### src/rtl/sd_pkg.sv
// Shared constants and types for the serial frame receiver and its CRC7 engine.
package sd_pkg;
    localparam int CRC_W = 7;
    localparam logic [CRC_W-1:0] CRC7_POLY = 7'h09;

    typedef enum logic {
        IDLE  = 1'b0,
        SHIFT = 1'b1
    } state_t;
endpackage

### src/rtl/crc7_ser.sv
// Bit-serial CRC7 (x^7+x^3+1). A clear in the same cycle as en restarts the
// CRC from zero and folds bit_in in immediately.
module crc7_ser
    import sd_pkg::*;
(
    input  logic             clk,
    input  logic             reset,
    input  logic             clear,
    input  logic             en,
    input  logic             bit_in,
    output logic [CRC_W-1:0] crc
);

    logic [CRC_W-1:0] base;
    logic [CRC_W-1:0] stepped;

    always_comb begin
        base    = clear ? '0 : crc;
        stepped = {base[CRC_W-2:0], 1'b0} ^ ((bit_in ^ base[CRC_W-1]) ? CRC7_POLY : '0);
    end

    always_ff @(posedge clk) begin
        if (!reset)     crc <= '0;
        else if (en)    crc <= stepped;
        else if (clear) crc <= '0;
    end

endmodule

### src/rtl/s_pn_frame.sv
// Serial-to-parallel frame receiver: start bit detect, N-bit capture,
// CRC7 check over the payload and end-bit check, one-cycle push per frame.
module s_pn_frame
    import sd_pkg::*;
#(
    parameter int N         = 48,
    parameter bit LSB_FIRST = 1'b0
) (
    input  logic         clk,
    input  logic         reset,
    input  logic         enable,
    input  logic         input_1,
    output logic [N-1:0] output_n,
    output logic         push,
    output logic         crc_ok,
    output logic         frame_err,
    output logic         busy
);

    localparam int CW = $clog2(N + 1);
    localparam logic [CW-1:0] LAST_IDX = CW'(N - 1);
    localparam logic [CW-1:0] CRC_END  = CW'(N - 8);

    state_t           state, state_next;
    logic [CW-1:0]    cnt, cnt_next;
    logic [N-1:0]     sr, sr_next;
    logic             sample, last, crc_clr, crc_en;
    logic [CRC_W-1:0] crc, crc_rx;
    logic             end_bit;

    crc7_ser u_crc (
        .clk   (clk),
        .reset (reset),
        .clear (crc_clr),
        .en    (crc_en),
        .bit_in(input_1),
        .crc   (crc)
    );

    // cnt counts bits already taken, so the bit being sampled is cnt+1.
    always_comb begin
        state_next = state;
        cnt_next   = cnt;
        sample     = 1'b0;
        last       = 1'b0;
        crc_clr    = 1'b0;
        crc_en     = 1'b0;
        case (state)
            IDLE: begin
                if (enable && !input_1) begin
                    sample     = 1'b1;
                    crc_clr    = 1'b1;
                    crc_en     = 1'b1;
                    cnt_next   = CW'(1);
                    state_next = SHIFT;
                end
            end
            SHIFT: begin
                if (enable) begin
                    sample   = 1'b1;
                    crc_en   = (cnt < CRC_END);
                    cnt_next = cnt + CW'(1);
                    if (cnt == LAST_IDX) begin
                        last       = 1'b1;
                        cnt_next   = '0;
                        state_next = IDLE;
                    end
                end
            end
            default: state_next = IDLE;
        endcase
    end

    always_comb begin
        sr_next = sr;
        if (sample) sr_next = LSB_FIRST ? {input_1, sr[N-1:1]} : {sr[N-2:0], input_1};
    end

    // Received CRC field (frame bits N-7..N-1, first one as MSB) and end bit.
    always_comb begin
        crc_rx = '0;
        for (int i = 0; i < CRC_W; i++)
            crc_rx[CRC_W-1-i] = LSB_FIRST ? sr_next[N-8+i] : sr_next[7-i];
        end_bit = LSB_FIRST ? sr_next[N-1] : sr_next[0];
    end

    always_ff @(posedge clk) begin
        if (!reset) begin
            state     <= IDLE;
            cnt       <= '0;
            sr        <= '0;
            output_n  <= '0;
            push      <= 1'b0;
            crc_ok    <= 1'b0;
            frame_err <= 1'b0;
        end else begin
            state <= state_next;
            cnt   <= cnt_next;
            sr    <= sr_next;
            push  <= last;
            if (last) begin
                output_n  <= sr_next;
                crc_ok    <= (crc == crc_rx);
                frame_err <= ~end_bit;
            end
        end
    end

    assign busy = (state == SHIFT);

endmodule

### config.mk
export PLATFORM = sky130hd
export DESIGN_NAME = s_pn_frame
export DESIGN_NICKNAME = d
export VERILOG_FILES = /design/src/rtl/sd_pkg.sv /design/src/rtl/crc7_ser.sv /design/src/rtl/s_pn_frame.sv
export SDC_FILE = /design/constraint.sdc
export NUM_CORES = 1
export LEC_CHECK = 0
export ABC_AREA = 0
export ABC_CLOCK_PERIOD_IN_PS = 3100
export BUFFER_PORTS_ARGS = -buffer_cell sky130_fd_sc_hd__clkbuf_2
export CAP_MARGIN = 0
export CELL_PAD_IN_SITES_DETAIL_PLACEMENT = 2
export CELL_PAD_IN_SITES_GLOBAL_PLACEMENT = 2
export CORE_ASPECT_RATIO = 1.75
export CORE_MARGIN = 1
export CORE_UTILIZATION = 39
export DETAILED_ROUTE_END_ITERATION = 10
export PLACE_DENSITY = 0.87
export SYNTH_ARGS = -nofsm -noshare
export SYNTH_HDL_FRONTEND = slang
export SYNTH_HIERARCHICAL = 1
export SYNTH_SLANG_ARGS = --single-unit
export TNS_END_PERCENT = 1
### constraint.sdc
create_clock -name clk -period 3.1 [get_ports clk]
set_input_delay 0.465 -clock clk [delete_from_list [all_inputs] [get_ports clk]]
set_output_delay 0.465 -clock clk [all_outputs]
set_load 0.005 [all_outputs]
# Word-level counts from Yosys, hierarchy flattened
# Index checks and enable logic that the tools add are counted.
# classes
n_addsub,1
n_lt_le_gt_ge,1
eq_ne,4
n_mux,20
bitwise,4
reduce_logical,3
# ops
cell,n
$mux W48,1
$mux W6,3
$mux W7,2
$pmux W6 S2,1
$mux W1,9
$eq A7 B7 Y1,1
$xor A7 B7 Y7,1
$add A6 B1 Y6 const B,1
$eq A6 B6 Y1 const B,1
$lt A6 B6 Y1 const B,1
$pmux W1 S2,3
$mux W4,1
$ne A2 B2 Y1 const B,2
$not A1 Y1,2
$reduce_and A2 Y1,1
$logic_and A1 B1 Y1,1
$logic_not A1 Y1,1
$xor A1 B1 Y1,1
# totals
regBits,113
input_bits,4
out_inout_bits,52
wordCells,41

# Longest topological paths before layout
# Gate-level depths: netlist (run 1).
# depth
depth_word,9
depth_mapped,10
ltp_nobuf,7

# Cells and area by module
# Netlist (run 1), hierarchy kept.
# by_module_without_submodules
module,n_inst,cells_each,area_each_um2,seq_area_each_um2
s_pn_frame,1,403,4037.6,2122.0
crc7_ser,1,31,314.1,140.1

# Least setup slack after synthesis (run 1)
# No wires, ideal clock.
# synth_path
kind,in2reg
from,input port enable
to,register u_crc.crc[3]
setup_ns,0.129
arrival_ns,1.742
required_time_ns,2.971
setup_slack_ns,1.229
stages,9
path_buffers,2
cell_sequence,clkbuf_1 nand2b_1 nor2_1 nor2_1 nor2_1 buf_6 nor2_1 a31oi_1 o211ai_1
# synth_via
elab_chain_cells,8
elab_cells_between_ends,10
classes_between,mux: 7; bitwise: 2; reduce/logical: 1
# synth_lines
element,line_no,source
from (decl),s_pn_frame.sv:11,"input logic enable,"
$logic_and A1 B1 Y1 (*),s_pn_frame.sv:50,if (enable && !input_1) begin
$mux W1 (*),s_pn_frame.sv:50,
$mux W1 (*),s_pn_frame.sv:48,case (state)
net crc_clr,s_pn_frame.sv:27,"logic sample, last, crc_clr, crc_en;"
$mux W7 (*),n/a,
$xor A1 B1 Y1,crc7_ser.sv:19,"stepped = {base[CRC_W-2:0], 1'b0} ^ ((bit_in ^ base[CRC_W-1]) ? CRC7_POLY : '0);"
$mux W4,crc7_ser.sv:19,
$xor A7 B7 Y7,crc7_ser.sv:19,
$mux W7 (*),crc7_ser.sv:24,else if (en) crc <= stepped;
to (signal assigned),crc7_ser.sv:24,
to (decl),crc7_ser.sv:11,output logic [CRC_W-1:0] crc
# Mark *: on every way through the listed nets, which the timed path passes. The rest lies on a longest branch.
# A chain may end at the register's enable or synchronous reset.

# Worst setup path in the final report (run 1)
# layout_path
from,register cnt[0]
to,register output_n[28]
# layout_via
elab_chain_cells,4
# layout_lines
element,line_no,source
from (decl),s_pn_frame.sv:25,"logic [CW-1:0] cnt, cnt_next;"
from (signal assigned),s_pn_frame.sv:98,cnt <= cnt_next;
$eq A6 B6 Y1,s_pn_frame.sv:63,if (cnt == LAST_IDX) begin
$mux W1,s_pn_frame.sv:63,
$mux W1,s_pn_frame.sv:59,if (enable) begin
$mux W1,s_pn_frame.sv:48,
to (signal assigned),s_pn_frame.sv:102,output_n <= sr_next;
to (decl),s_pn_frame.sv:13,"output logic [N-1:0] output_n,"
# Every way passes these cells.

==> results of run 1 <==
## power breakdown
part / leakage, uW / internal [uW] / switching [uW]
registers: 0.000911 / 1460 / 5.65
logic: 0.00125 / 44.3 / 82.3
clock network: 0.000314 / 1510 / 679
## cells by family after synthesis
group | synth area share, %
XOR/XNOR | 1.007
flip-flops | 51.98
AO/OA/AOI/OAI | 19.67
multiplexers | 6.958
buffers and inverters | 4.629
AND/OR/NAND/NOR | 15.47
adder cells (fa/ha/maj) | 0.2875
## sequential cells by signal, summed over array words and instances, names as in the netlist
| signal | flops |
|---|---|
| sr | 48 |
| u_crc/crc | 7 |
| frame_err | 1 |
| crc_ok | 1 |
| output_n | 48 |
| push | 1 |
| cnt | 6 |
| busy | 1 |
## through the flow
step | hold WS [ns] | std cells | cell area, um^2 | power, uW
2_1_floorplan | 0.4546 | 434 | 4352 | 1594
3_3_place_gp | 0.4669 | 595 | 4695 | 1613
3_5_place_dp | 0.4752 | 595 | 4695 | 1619
4_1_cts | 0.4713 | 626 | 5356 | 3810
5_1_grt | 0.5098 | 626 | 5356 | 3868
6_report | 0.4728 | 626 | 5356 | 3776
## final cells by class
type / count / area (um^2)
Clock buffer: 22 / 484.2
Clock inverter: 9 / 177.7
Fill cell: 1124 / 5404
Inverter: 9 / 33.78
Multi-Input combinational cell: 281 / 1896
Sequential cell: 113 / 2262
Tap cell: 130 / 162.7
Timing Repair Buffer: 62 / 340.3
## path summary, 6_finish.rpt
| check | startpoint | endpoint | slack [ns] | depth (start not counted) |
|---|---|---|---|---|
| max | cnt[0]$_SDFFE_PN0P_ | output_n[28]$_SDFFE_PN0P_ | 0.93 | 7 |
| min reg2reg | output_n[5]$_SDFFE_PN0P_ | output_n[5]$_SDFFE_PN0P_ | 0.49 | 1 |
| max reg2reg | cnt[0]$_SDFFE_PN0P_ | output_n[28]$_SDFFE_PN0P_ | 0.93 | 7 |
| min | input_1 | frame_err$_SDFFE_PN0P_ | 0.47 | 2 |
## layer usage
metal	wire length [um]	up-vias	GRT usage, %
met1	4834	1703	24.28
met5	0	-	0
met2	7151	70	44.41
met3	318	25	4.373
li1	-	1613	-
met4	328	0	10.99
## cell usage in the layout (no fill, tap or decap), types with 10 or more instances in the layout
cell type,Yosys,final
o22a_1,25,25
o211a_1,23,23
clkbuf_16,0,17
nand2_1,75,75
clkbuf_2,0,55
dfxtp_1,113,113
a21oi_1,10,10
a21boi_0,25,25
nor2b_1,29,28
nor2_1,13,13
mux2i_1,28,28
==> metrics.md, run 1 <==
| Metric | Value |
|---|---|
| HPWL after DPL | 7187 um |
| Final WL | 12,630 um |
| FMAX | 0.4612 GHz |
| Post_cts resized | 0 |
| Core area | 10,760 um^2 |
| Critical path class | flip-flop to flip-flop |
| Crit path capture type | flip-flop |
| Proportion of layout cells with a drive suffix above 1 | 20.36% |
| Crit path buf inv count | 2 |
| Slowest CP cell | dfxtp_1 |
| Largest net degree at the start of global routing | 75 |
| Post-synth ARST share | 0% |
| Final worst path period need | 2.168 ns |
| Syn nets | 439 |
| GRT Resource Usage Total | 23.73% |
| Hold buffers post-CTS | 0 |
| Final setup fails | 0 |
| First-pass GRT wire length | 20,090 um |
| Slowest stage delay, CP | 0.38 ns |
| Initial Util | 40.44% |
| Worst-Skew Late Latency | 0.41 ns |
| CTS buffer count | 17 |
| Ys Warns | 6 |
| Vias/cell | 5.449 |
| Area delta synth->final | 23.09% |
| Worst Setup Slack, final | 0.9317 ns |
| Antenna-violating nets left | 0 |
| FF+latch count, synth | 113 |
| Rel. slew slack | 54.80% |
| Data required time of the worst path | 3.39 ns |
| CP Max Fanout | 74 |
| Detailed-route via count | 3,411 |
| PortBufs | 55 |
| Synth top cells by count | dfxtp_1, nand2_1, nor2b_1, mux2i_1 |
| Cell Pwr Density | 704.9 nW/um^2 |
| CTS tree | built |
| Syn avg cell area | 10.03 um^2 |
| First DRT Iteration DRCs | 75 |
| Final TNS setup | 0 ns |
| Synth area leader | dfxtp_1 |
| Leakage | 0.002480 uW |
| Crit path cell chain | ha_1, nand3_1, nor3_2, buf_12, nor2b_2, buf_4, o22a_1 |
| Die width | 81.85 um |
| CTS sink cnt | 113 |
| H-tree level count | 4 |
| CTS root buffer | clkbuf_16 |
| Most common cell in the netlist | dfxtp_1 |
| Setup repair bufs after CTS | 0 |
| Data arrival, critical path | 2.46 ns |
| Final core utilization | 49.78% |
| Io pins | 56 |
| N_diodes | 0 |
| Die ar. | 11,600 um^2 |
| Area share of the largest cell type after synthesis | 51.98% |
| Hold Crit Class | input pin to flip-flop |
| Clk buf depth | 2 |
| Max Cap Viol | 0 |
| Synthesized cell area | 4352 um^2 |
| Area contributors post-synth | dfxtp_1, nand2_1, mux2i_1 |
| Wire per inst | 20.18 um |
| Vias in the first global route | 3,758 |
| Die height | 141.7 um |
| CTS clock-pin slew for the worst setup and hold paths | 0.05 ns |
| Row count | 50 |
| DRC Markers | 0 |
| Ys flop type | dfxtp_1 |
| Status | finished clean |
| Placement Setup Slack | 0.7945 ns |
| Overflow after GRT | 0 |
| Skew final | 0.009703 ns |
| VDD IR max | 401.4 uV |
| Hold Vio Cnt, Final | 0 |
| CP top delay family | buffers and inverters |
| Sequential area share after synthesis | 51.98% |
| First-pass detailed-route iteration total | 4 |
| RSZ-0062 raised after global routing | no |
| EDFF count, synth | 0 |
| Worst Max-Slew Pin Slew | 0.6780 ns |
| Gate Count Post-Synth | 434 |
| NumNets Final | 489 |
| Netlist cell types | 48 |
| Max-slew violations | 0 |
| Fin crit share | 69.95% |
| Initial antenna violation count | 0 |
| RePlAce Congestion | 0.8417 |
| Critical Path Start Type | flip-flop |
No activity file was read; power rests on OpenSTA's default activity.
==> run 2: changes to the inputs <==
Settings changed: ABC_AREA 0 to 1, ABC_CLOCK_PERIOD_IN_PS 3100 to 1980, CORE_UTILIZATION 39 to 31, PLACE_DENSITY 0.87 to 0.79.
Clock period 3.1 ns to 1.98 ns, I/O delays scaled along.
==> run 2 against run 1 <==
Flip-flop and latch count is the same. Total power grew 55%. Sequential share of layout area grew 0.73 points. Fmax grew 20%. Wire length is essentially flat. Combinational power grew to 2.7 times the previous value. Clock-buffer cell count shrank 4. Via count grew 4.8%. Critical path type unchanged. Largest cell class unchanged. Highest routed layer unchanged.
==> metrics.md, run 2 <==
| Metric | Value |
|---|---|
| Area share of the largest cell type after synthesis | 54.13% |
| Final setup fails | 0 |
| Final TNS setup | 0 ns |
| Hold buffers post-CTS | 0 |
| Post-synth ARST share | 0% |
| Worst-Skew Late Latency | 0.41 ns |
| CP Max Fanout | 21 |
| Fin area | 5265 um^2 |
| RSZ-0062 raised after global routing | yes |
| Gate Count Post-Synth | 486 |
| CTS buffer count | 17 |
| Final WL | 12,640 um |
| Synth top cells by count | dfxtp_1, nand2_1, nor2_1, inv_1 |
| VDD IR max | 554.1 uV |
| Worst Max-Slew Pin Slew | 0.6929 ns |
| Final worst path period need | 1.814 ns |
| Most common cell in the netlist | dfxtp_1 |
| Ys Warns | 6 |
| Hold Vio Cnt, Final | 0 |
| Row count | 55 |
| Proportion of layout cells with a drive suffix above 1 | 20.54% |
| Initial Util | 32.13% |
| Max-slew violations | 0 |
| Critical path class | flip-flop to flip-flop |
| Antenna-violating nets left | 0 |
| Syn nets | 491 |
| Skew final | 0.008415 ns |
| Data arrival, critical path | 2.13 ns |
| Initial antenna violation count | 0 |
| CTS tree | built |
| Area contributors post-synth | dfxtp_1, nand2_1, o22a_1 |
| Synth area leader | dfxtp_1 |
| DRC Markers | 0 |
| Setup repair bufs after CTS | 0 |
| RePlAce Congestion | 0.7508 |
| Sequential area share after synthesis | 54.13% |
| Ys flop type | dfxtp_1 |
| Crit path capture type | flip-flop |
| Die height | 155.6 um |
| Critical Path Start Type | flip-flop |
| FF+latch count, synth | 113 |
| Worst R2R Setup Slack | 0.17 ns |
| Synthesized cell area | 4179 um^2 |
| First DRT Iteration DRCs | 133 |
| H-tree level count | 4 |
| Die width | 89.77 um |
| CTS root buffer | clkbuf_16 |
| Cell Pwr Density | 1108 nW/um^2 |
| Detailed-route via count | 3,574 |
| Leakage | 0.002359 uW |
| Area delta synth->final | 25.99% |
| Most common cell after layout, fill and taps aside | dfxtp_1 |
| Worst Setup Slack, final | 0.1661 ns |
| Final core utilization | 40.48% |
| Post_cts resized | 0 |
| Clk buf depth | 2 |
| Die ar. | 13,970 um^2 |
| Core area | 13,010 um^2 |
| First-pass GRT wire length | 21,510 um |
| Netlist cell types | 30 |
| N_diodes | 0 |
| Status | finished clean |
| Placement Setup Slack | 0.1941 ns |
| Io pins | 56 |
| Largest net degree at the start of global routing | 49 |
| Vias/cell | 4.889 |
| Vias in the first global route | 4,151 |
| Most frequent cells in the layout | dfxtp_1, nand2_1, clkbuf_2 |
| Top Registers | output_n x48, sr x48, u_crc/crc x7 |
| Overflow after GRT | 0 |
| First-pass detailed-route iteration total | 4 |
| PortBufs | 55 |
| EDFF count, synth | 0 |
| Wire per inst | 17.28 um |
| CTS sink cnt | 113 |
| Fin crit share | 91.61% |
| Syn avg cell area | 8.599 um^2 |
| NumNets Final | 552 |
| FMAX | 0.5513 GHz |
| HPWL after DPL | 8395 um |
| Rel. slew slack | 53.76% |
| GRT Resource Usage Total | 19.80% |
| Data required time of the worst path | 2.30 ns |
| Area after DPL | 4658 um^2 |
| Hold Crit Class | input pin to flip-flop |
| CTS clock-pin slew for the worst setup and hold paths | 0.06 ns |
| Max Cap Viol | 0 |
## run 2: cell count changes after synthesis, sizes merged, moves of 17 or more
cell	before	now
a21boi	26	0
a21oi	10	27
inv	9	41
nand2	76	100
nand3	5	29
nor2	13	54
nor2b	29	0
o211a	23	0
o21ai	5	40
## run 2: kinds of logic after synthesis
group | count (synthesis) | share of synthesized area, %
compound gates | 98 | 14.34
xor+xnor | 1 | 0.2096
fa+ha+maj | 1 | 0.2994
buf+inv | 68 | 7.545
flops | 113 | 54.13
mux | 18 | 4.311
simple gates | 187 | 19.16
## run 2: worst paths after layout
kind	startpoint	end	cells after the start
setup reg to reg	cnt[0]$_SDFFE_PN0P_	output_n[10]$_SDFFE_PN0P_	7
hold reg to reg	crc_ok$_SDFFE_PN0P_	crc_ok$_SDFFE_PN0P_	2
hold / removal	enable	busy$_SDFF_PN0_	3
setup / recovery	cnt[0]$_SDFFE_PN0P_	output_n[10]$_SDFFE_PN0P_	7
## run 2: report_power, final
part / internal [uW] / total (uW) / leakage (uW) / switching (uW)
registers: 2320 / 2360 / 0.000915 / 38.4
clock network: 2000 / 3130 / 0.000284 / 1140
logic: 114 / 338 / 0.00116 / 224
## run 2: area by class of cell
class / count / area, um^2
Clock buffer: 18 / 429.2
Multi-Input combinational cell: 305 / 1602
Sequential cell: 113 / 2262
Clock inverter: 14 / 177.7
Fill cell: 1442 / 7741
Timing Repair Buffer: 68 / 422.9
Inverter: 42 / 157.7
Tap cell: 171 / 214.0
## run 2: metrics by stage
stage          instances  total power, uW  hold WS [ns]
5_1_grt              731             6046        0.2651
3_3_place_gp         699             2724        0.4372
3_5_place_dp         699             2745        0.4472
6_report             731             5835        0.2406
4_1_cts              731             5912        0.2244
2_1_floorplan        486             2632        0.4270
## run 2: worst max-delay path, stage by stage, from the launching register on
cell and delay (ns):
dfxtp_1 0.39, ha_1 0.19, nand2_1 0.12, nor2_4 0.16
nand3_4 0.14, nor2_4 0.12, inv_1 0.31, o21ai_1 0.29
## run 2: layer usage
metal | track usage [%] | part of all wire [%]
met4 | 11.94 | 4.6
met5 | 0 | 0
met1 | 19.59 | 38
met2 | 37.88 | 55
met3 | 3.655 | 2.1
==> run 3: changes to the inputs <==
Settings changed: ABC_AREA 1 to unset, CORE_UTILIZATION 31 to 33.
==> run 3 against run 2 <==
Cell count shrank 7.4%. Flip-flop and latch count is the same. Combinational power shrank 34%. Critical path depth shrank 1. Hold slack gained 0.047 ns.
==> metrics.md, run 3 (same netlist as run 1, synthesis figures left out) <==
| Metric | Value |
|---|---|
| Status | finished clean |
| Worst Max-Slew Pin Slew | 0.5028 ns |
| Int Power | 4640 uW |
| Row count | 55 |
| Met2 WL post-DR | 6973 um |
| Core area | 12,870 um^2 |
| Crit path capture type | flip-flop |
| Area after DPL | 4851 um^2 |
| Critical Path Start Type | flip-flop |
| Wl on met1 | 4523 um |
| Detailed-route via count | 3,419 |
| Initial Util | 33.82% |
| RePlAce Congestion | 0.8225 |
| Skew final | 0.006812 ns |
| Max-slew violations | 0 |
| Hold Crit Class | input pin to flip-flop |
| PortBufs | 55 |
| Multi-input gate area | 1902 um^2 |
| Worst-Skew Late Latency | 0.41 ns |
| Final WL | 12,100 um |
| GRT Resource Usage Total | 19.05% |
| Most common cell after layout, fill and taps aside | dfxtp_1 |
| RSZ-0062 raised after global routing | no |
| N_diodes | 0 |
| Hold Vio Cnt, Final | 0 |
| Sw frac | 20.98% |
| Vias in the first global route | 3,836 |
| Overflow after GRT | 0 |
| Register share of total power | 39.1% |
| Io pins | 56 |
| DR WL met3 | 422 um |
| Antenna-violating nets left | 0 |
| Crit path to | output_n[46]$_SDFFE_PN0P_ |
| Die width | 88.81 um |
| Wire per inst | 17.87 um |
| CTS sink cnt | 113 |
| Critical path class | flip-flop to flip-flop |
| Proportion of layout cells with a drive suffix above 1 | 21.94% |
| Storage element area | 2262 um^2 |
| Fin crit share | 93.63% |
| Die height | 153.9 um |
| NumNets Final | 498 |
| DRC Markers | 0 |
| Final TNS setup | 0 ns |
| CTS buffer count | 17 |
| Final worst path period need | 1.854 ns |
| Cell Pwr Density | 1065 nW/um^2 |
| Max Cap Viol | 0 |
| RR Endpoint | output_n[46]$_SDFFE_PN0P_ |
| HPWL after DPL | 8165 um |
| Die ar. | 13,670 um^2 |
| First-pass GRT wire length | 19,510 um |
| Top layer in use | met4 |
| Top Registers | output_n x48, sr x48, u_crc/crc x7 |
| Number of filler cells placed in the layout | 1,361 |
| Combinational power share | 3.8% |
| Leakage | 0.002549 uW |
| VDD IR max | 615.9 uV |
| Clk buf depth | 2 |
| Rel. slew slack | 65.62% |
| H-tree level count | 4 |
| Final setup fails | 0 |
| CTS root buffer | clkbuf_16 |
| Initial antenna violation count | 0 |
| CTS clock-pin slew for the worst setup and hold paths | 0.06 ns |
| Fin area | 5513 um^2 |
| CP Launch Point | busy$_SDFF_PN0_ |
| CTS tree | built |
| CP Max Fanout | 18 |
| Worst R2R Setup Slack | 0.13 ns |
| First DRT Iteration DRCs | 124 |
| NetSw | 1232 uW |
| Most frequent cells in the layout | dfxtp_1, nand2_1, clkbuf_2 |
| Reg2Reg Depth | 6 |
| Data required time of the worst path | 2.33 ns |
| FMAX | 0.5394 GHz |
| Largest net degree at the start of global routing | 32 |
| FF-to-FF Start | busy$_SDFF_PN0_ |
| Clock share of power | 57.1% |
| Data arrival, critical path | 2.21 ns |
| Vias/cell | 5.050 |
| Area delta synth->final | 26.68% |
| First-pass detailed-route iteration total | 5 |
-- run 3: cell type report --
| class | instances | area share (%) |
|---|---|---|
| flip-flops and latches | 113 | 41.03 |
| multi-input cells | 281 | 34.50 |
| repair buffers | 71 | 8.148 |
| clock buffers | 19 | 8.034 |
| well taps | 171 | 3.881 |
| clock inverters | 13 | 3.790 |
| inverters | 9 | 0.6128 |
-- run 3: metrics by stage --
step / total power, uW / hold WS (ns) / utilization, % / setup slack (ns) / cells
after floorplan: 2495 / 0.3870 / - / 0.2258 / 434
after global placement: 2556 / 0.4635 / 37.70 / 0.1952 / 645
after detailed placement: 2565 / 0.4660 / 37.70 / 0.08773 / 645
after CTS: 5946 / 0.2714 / 42.76 / 0.08473 / 677
after global routing: 6064 / 0.2988 / 42.84 / 0.04011 / 677
final: 5872 / 0.2872 / 42.84 / 0.1261 / 677
-- run 3: layer usage --
layer	up-vias	GRT usage (%)
met5	-	0
met4	0	7.066
met3	12	5.743
met2	64	36.34
met1	1712	18.37
li1	1631	-
-- run 3: timing repair --
action	4_1_cts	5_1_grt
setup buffers	0	0
hold endpoints to repair	0	0
hold buffers	0	0
endpoints found under the setup margin	0	4
resized for setup	0	2
-- run 3: worst min-delay path by stage --
stage	endpoint	startpoint	depth (start not counted)	slack, ns
after floorplan	frame_err$_SDFFE_PN0P_	input_1	1	0.39
after global placement	crc_ok$_SDFFE_PN0P_	crc_ok$_SDFFE_PN0P_	2	0.46
after detailed placement	crc_ok$_SDFFE_PN0P_	crc_ok$_SDFFE_PN0P_	2	0.47
after CTS	frame_err$_SDFFE_PN0P_	input_1	2	0.27
after global routing	frame_err$_SDFFE_PN0P_	input_1	2	0.30
final	frame_err$_SDFFE_PN0P_	input_1	2	0.29
-- run 3: worst max-delay path: stages, from the launching register on --
cell and delay (ns):
dfxtp_1 0.41, nand2b_4 0.20, and2_4 0.33, buf_4 0.29
nand2_1 0.11, a21boi_0 0.29, o22a_1 0.17
-- run 3: power groups by stage --
stage / combinational [uW] / sequential, uW / clock (uW)
6_report: 223 / 2290 / 3360
5_1_grt: 240 / 2290 / 3530
3_3_place_gp: 215 / 2340 / 0
3_5_place_dp: 223 / 2340 / 0
2_1_floorplan: 157 / 2340 / 0
4_1_cts: 225 / 2290 / 3430
